[src/rtl/object_shifter_pkg.sv]
// Shared constants for the object shifter playfield: segment width, position count,
// blank pattern and the active-low shape table indexed by the RNG value.
package object_shifter_pkg;

    localparam int SEG_W   = 7;
    localparam int NUM_POS = 6;

    localparam logic [SEG_W-1:0] BLANK = 7'b1111111;

    // Entry 7 is the leftmost element, entry 0 the rightmost; bit order {g,f,e,d,c,b,a}.
    localparam logic [7:0][SEG_W-1:0] SHAPE_TABLE = {
        7'b0100011,
        7'b0011100,
        7'b1110110,
        7'b0110111,
        7'b0111110,
        7'b1110111,
        7'b0111111,
        7'b1111110
    };

endpackage

[src/rtl/object_shape_decoder.sv]
// Combinational lookup from the 3-bit random selector to a 7-segment shape.
module object_shape_decoder
    import object_shifter_pkg::*;
(
    input  logic [2:0]       rng_read_in,
    output logic [SEG_W-1:0] shape
);

    // Table lookup; all 8 selector values are populated.
    always_comb begin
        shape = SHAPE_TABLE[rng_read_in];
    end

endmodule

[src/rtl/object_shifter.sv]
// Six-position 7-segment playfield that scrolls shapes/blanks from Out5 towards Out0.
// Optional OBJECT_SHIFTER_DODGE_EN enables the DebrisDodge exit pulse.
module object_shifter
    import object_shifter_pkg::*;
(
    input  logic             clk,
    input  logic             rst,
    input  logic             ShiftPulse,
    input  logic             ObjShifterEnable,
    input  logic             Reconfig,
    input  logic [2:0]       RNGReadIn,
    output logic [SEG_W-1:0] Out5,
    output logic [SEG_W-1:0] Out4,
    output logic [SEG_W-1:0] Out3,
    output logic [SEG_W-1:0] Out2,
    output logic [SEG_W-1:0] Out1,
    output logic [SEG_W-1:0] Out0,
    output logic             DebrisDodge
);

    logic [SEG_W-1:0] pos_r [NUM_POS];
    logic             phase_r;
    logic [SEG_W-1:0] shape_s;
    logic             shift_s;

    object_shape_decoder u_decoder (
        .rng_read_in (RNGReadIn),
        .shape       (shape_s)
    );

    assign shift_s = ObjShifterEnable & ShiftPulse;

    // Playfield and phase register; reset and Reconfig both return to blank with phase 1.
    always_ff @(posedge clk) begin
        if (!rst || Reconfig) begin
            for (int i = 0; i < NUM_POS; i++) begin
                pos_r[i] <= BLANK;
            end
            phase_r <= 1'b1;
        end else if (shift_s) begin
            for (int i = 0; i < NUM_POS-1; i++) begin
                pos_r[i] <= pos_r[i+1];
            end
            pos_r[NUM_POS-1] <= phase_r ? shape_s : BLANK;
            phase_r          <= ~phase_r;
        end else begin
            for (int i = 0; i < NUM_POS; i++) begin
                pos_r[i] <= pos_r[i];
            end
            phase_r <= phase_r;
        end
    end

`ifdef OBJECT_SHIFTER_DODGE_EN
    logic dodge_r;

    // One-cycle pulse when a non-blank pattern is pushed out of the exit position.
    always_ff @(posedge clk) begin
        if (!rst || Reconfig) begin
            dodge_r <= 1'b0;
        end else if (shift_s) begin
            dodge_r <= (pos_r[0] != BLANK);
        end else begin
            dodge_r <= 1'b0;
        end
    end

    assign DebrisDodge = dodge_r;
`else
    assign DebrisDodge = 1'b0;
`endif

    assign Out5 = pos_r[5];
    assign Out4 = pos_r[4];
    assign Out3 = pos_r[3];
    assign Out2 = pos_r[2];
    assign Out1 = pos_r[1];
    assign Out0 = pos_r[0];

endmodule

[config.mk]
export PLATFORM = sky130hd
export DESIGN_NAME = object_shifter
export DESIGN_NICKNAME = d
export VERILOG_FILES = /design/src/rtl/object_shifter_pkg.sv /design/src/rtl/object_shape_decoder.sv /design/src/rtl/object_shifter.sv
export SDC_FILE = /design/constraint.sdc
export NUM_CORES = 1
export LEC_CHECK = 0
export CAP_MARGIN = 30
export CELL_PAD_IN_SITES_DETAIL_PLACEMENT = 1
export CELL_PAD_IN_SITES_GLOBAL_PLACEMENT = 2
export CORE_MARGIN = 2
export CORE_UTILIZATION = 32
export DETAILED_ROUTE_END_ITERATION = 7
export PLACE_DENSITY = 0.77
export SLEW_MARGIN = 10
export SYNTH_ARGS = -nofsm -noshare
export SYNTH_HDL_FRONTEND = slang
export SYNTH_HIERARCHICAL = 1
export SYNTH_SLANG_ARGS = --single-unit
[constraint.sdc]
create_clock -name clk -period 3 [get_ports clk]
set_clock_uncertainty 0.15 [all_clocks]
set_input_delay 0.6 -clock clk [delete_from_list [all_inputs] [get_ports clk]]
set_output_delay 0.6 -clock clk [all_outputs]
set_load 0.005 [all_outputs]
# Yosys cells after proc, flatten, opt, wreduce, memory -nomap -nowiden
# Memory sizes are Yosys's and may differ from the RTL's.
# Index checks and enable logic that the tools add are counted.
# W data, S select, Z words.
# op_classes
add_sub_neg	0
n_eq_ne	0
bitwise_logic	14
n_div	0
n_reduce_logical	2
shift	0
n_lt_le_gt_ge	1
n_mux	22
mul	0
# ops
operator	n
$mux W7	14
$or A1 B1 Y1	12
$mux W1	8
$lt A3 B4 Y1 const B	1
$and A1 B1 Y1	1
$logic_not A1 Y1	1
$logic_or A1 B1 Y1	1
$not A1 Y1	1
# totals
word_cells	42
register_bits	1
n_memories	2
latchBits	0
input_bits	8
mem_bits_ro	56
ram_bits	42
# memory_table
name	depth	width	read_ports	rd_ports_with_merged_regs	write_ports	line	source
(name not given)	8	7	1	0	0	object_shape_decoder.sv:11	shape = SHAPE_TABLE[rng_read_in];
pos_r	6	7	6	0	6	object_shifter.sv:21	logic [SEG_W-1:0] pos_r [NUM_POS];

# Longest topological paths before layout
# logic_depth
depth_word	6
ltp_mapped	5
mapped_depth_nobuf	5

# By module
# Netlist, hierarchy kept.
# modules_own_cells
module	n_inst	seq_area_each_um2	cells_per_inst	area_per_inst_um2
object_shifter	1	1281.2	99	1627.8
object_shape_decoder	1	0.0	17	122.6

# Worst setup path before layout
# OpenSTA, ideal clock, no wires.
# synth_path
path_type	in2reg
startpoint	input rst
endpoint	memory pos_r[0][0] (enable)
required_ns	2.450
t_arrival_ns	1.948
path_buffers	2
slack_ns	0.502
setup_ns	0.400
cell_stages	4
cell_sequence	nor2b_1 buf_2 clkbuf_4 nand2_1
# synth_lines
item	line	source
start: declaration	object_shifter.sv:7	input logic rst,
end: declaration	object_shifter.sv:21	

==> flow_summary_export.csv <==
group,metric,value,unit
setup_path,cp-endpoint,"pos_r[0][35]",
setup_path,timing.rr.start,"phase_r",
sta,grt_setup_unrepaired,"no",
synthesis,synth_xor_area_frac,0.00500,
floorplanning,start_util,0.336,
floorplanning,num_rows,26,
pwr,p_int,0.927,mW
setup_path,cp.required,2.88,ns
clocking,clock_latency,0.28,ns
clocking,postCtsSetupBuffers,0,
pwr,p_leak,0.733,nW
pwr,switching_share,0.198,
floorplanning,die_w,78.0,um
floorplanning,ios,51,
setup_path,crit_start,"RNGReadIn[0]",
hold_path,hold_path.class,"flip-flop to flip-flop",
synthesis,ys_seq_elements,43,
setup_path,r2r_end,"pos_r[0][35]",
setup_path,rrSetupSlack,1.65,ns
placed_design,place_hpwl,2170,um
clocking,clockBufferDepth,2,
clocking,cts-root-buf,"clkbuf_8",
sta,setup_tns,0,ns
clocking,tritoncts,"done",
synthesis,synth.distinct_cells,18,
sta,setup_viol,0,
synthesis,netlist_area,0.00175,mm2
layout,multi_input_area,422,um2
drt,drtIter0Drc,87,
setup_path,start_kind,"input port",
layout,fin_util,0.464,
placed_design,io_buffers,49,
drt,drt_wl_total,3160,um
floorplanning,die_h,78.0,um
setup_path,critPathKind,"input port to flip-flop",
sta,maxSlewViolCount,0,
sta,tightest_slew,0.530,ns
grt,grt_use_total,0.108,
synthesis,synth-simple-area-share,0.184,
drt,drtPass1Iterations,4,
synthesis,synth_top_family_by_area,"simple AND/OR/NAND/NOR gates",
synthesis,synthAdderAreaFrac,0.0357,
pwr,p_clk_frac,0.381,
clocking,numCtsBuffers,5,
layout,nets,180,
pwr,vdd_drop_max,0.233,mV
setup_path,critPathMaxFanout,3,
grt,overflow,0,
synthesis,synth_area_per_cell,15.1,um2
synthesis,seq_area_frac_synth,0.732,
placed_design,place.gp.congestion,0.720,
drt,drc,0,
pwr,seqPwrFrac,0.571,
outcome,status,"finished clean",
drt,avgViaCountPerCell,4.40,
grt,grt_pass1_wl,5080,um
synthesis,synth-compound-area-share,0.0114,
synthesis,yosys_warnings,6,
synthesis,synth_nets,129,
floorplanning,core_area,0.00520,mm2
grt,grt_max_degree,43,
grt,antenna_found_initial,0,
drt,routedWlPerCell,13.3,um
layout,diodes,0,
layout,area_growth,38.0,%
pwr,p_comb_frac,0.048,
sta,min_period,2.30,ns
setup_path,worstSetupEndpointType,"flip-flop",
synthesis,synthMuxAreaShare,0,
drt,detail-route-antenna-nets,0,
grt,grt_pass1_vias,1043,
sta,post-route-period-util,0.767,
pwr,switching_power,0.229,mW
layout,drive_above_1_share,0.0833,
clocking,hold_buffers,0,
pwr,total_power,1.16,mW
layout,seqCellArea,0.00128,mm2
setup_path,cp.arrival,2.18,ns
sta,relSlewSlack,0.647,
drt,vias,1047,
setup_path,rr_worst_depth,2,
clocking,cts_resized,0,
clocking,cts_max_level,2,
layout,final_common_cell,"clkdlybuf4s50_1",
floorplanning,die_area,0.00608,mm2
synthesis,netlist_instances,116,
sta,hold_viol,0,
job,maxCapViolations,0,
layout,fillers,538,
layout,layout_common_cells,"clkdlybuf4s50_1 (49), edfxtp_1 (42), nand2b_1 (35), or4_1 (7), nand2_1 (6)",
pwr,p_per_area,479,mW/mm2
clocking,clk_pin_slew,0.08,ns
sta,max_freq,435,MHz
clocking,cts_sinks,43,
routing by layer:
| metal | share of wire | GRT usage | up-vias | wire, um |
|---|---|---|---|---|
| met5 | 0 | 0 | - | 0 |
| met4 | 0.0038 | 0.0316 | 0 | 12 |
| met3 | 0.10 | 0.0535 | 2 | 315 |
| met2 | 0.50 | 0.175 | 44 | 1590 |
| met1 | 0.39 | 0.125 | 500 | 1240 |
| li1 | - | - | 501 | - |
registers in the layout, indices dropped and copies added (netlist names):
name and flops:
pos_r 42, phase_r 1
kinds of logic (layout without fill, tap and decap cells):
group	Yosys count	count (layout)
DFF	43	43
buffers and inverters	9	61
xor gates and xnor gates	1	1
adders and majority gates	5	5
other	1	1
and+or+nand+nor	53	53
AOI/OAI and AO/OA	4	4
Yosys cell counts, drive strengths merged:
library cell	number	area (um2)
o21ai	3	15.0
inv	2	7.51
ha	5	62.6
or4	7	52.6
edfxtp	42	1260
nand2	8	32.5
conb	1	3.75
buf	6	37.5
nand2b	35	219
nor2	1	3.75
and3	1	7.51
a21oi	1	5.00
nor2b	1	6.26
clkbuf	1	7.51
dfxtp	1	20.0
xor2	1	8.76
power groups by stage:
stage          clock network [mW]  logic, mW  registers (mW)
2_1_floorplan                   0     0.0300           0.675
3_3_place_gp                    0     0.0522           0.674
3_5_place_dp                    0     0.0563           0.674
4_1_cts                     0.458     0.0565           0.660
5_1_grt                     0.479     0.0617           0.661
6_report                    0.441     0.0552           0.660
per-stage QoR:
stage / instance area (um2) / setup slack, ns / std cells / hold slack (ns)
detailed placement: 2300 / 0.379 / 230 / 0.369
global route: 2420 / 0.658 / 238 / 0.407
floorplan: 1750 / 0.502 / 116 / 0.375
finish: 2420 / 0.700 / 238 / 0.383
global placement: 2300 / 0.478 / 230 / 0.362
CTS: 2420 / 0.698 / 238 / 0.386
critical path, cell delays in order:
cell	delay [ns]
clkdlybuf4s50_1	0.51
inv_1	0.09
ha_1	0.31
xor2_1	0.15
or4_1	0.51
layout make-up:
class,count,area share
clock buffer,5,0.0285
timing repair buffer,51,0.209
clock inverter,3,0.0181
tap,70,0.0363
multi-input combinational,64,0.175
inverter,2,0.00311
sequential,43,0.530
worst min path at each step:
stage	slack [ns]	cells past startpoint	from	end
final	0.38	1	pos_r[0][25]	pos_r[0][18]
after global placement	0.36	1	pos_r[0][27]	pos_r[0][20]
after CTS	0.39	1	pos_r[0][25]	pos_r[0][18]
after floorplan	0.38	2	phase_r	phase_r
after detailed placement	0.37	1	pos_r[0][14]	pos_r[0][7]
after global routing	0.41	1	pos_r[0][37]	pos_r[0][30]
No activity file was read; power rests on OpenSTA's default activity.
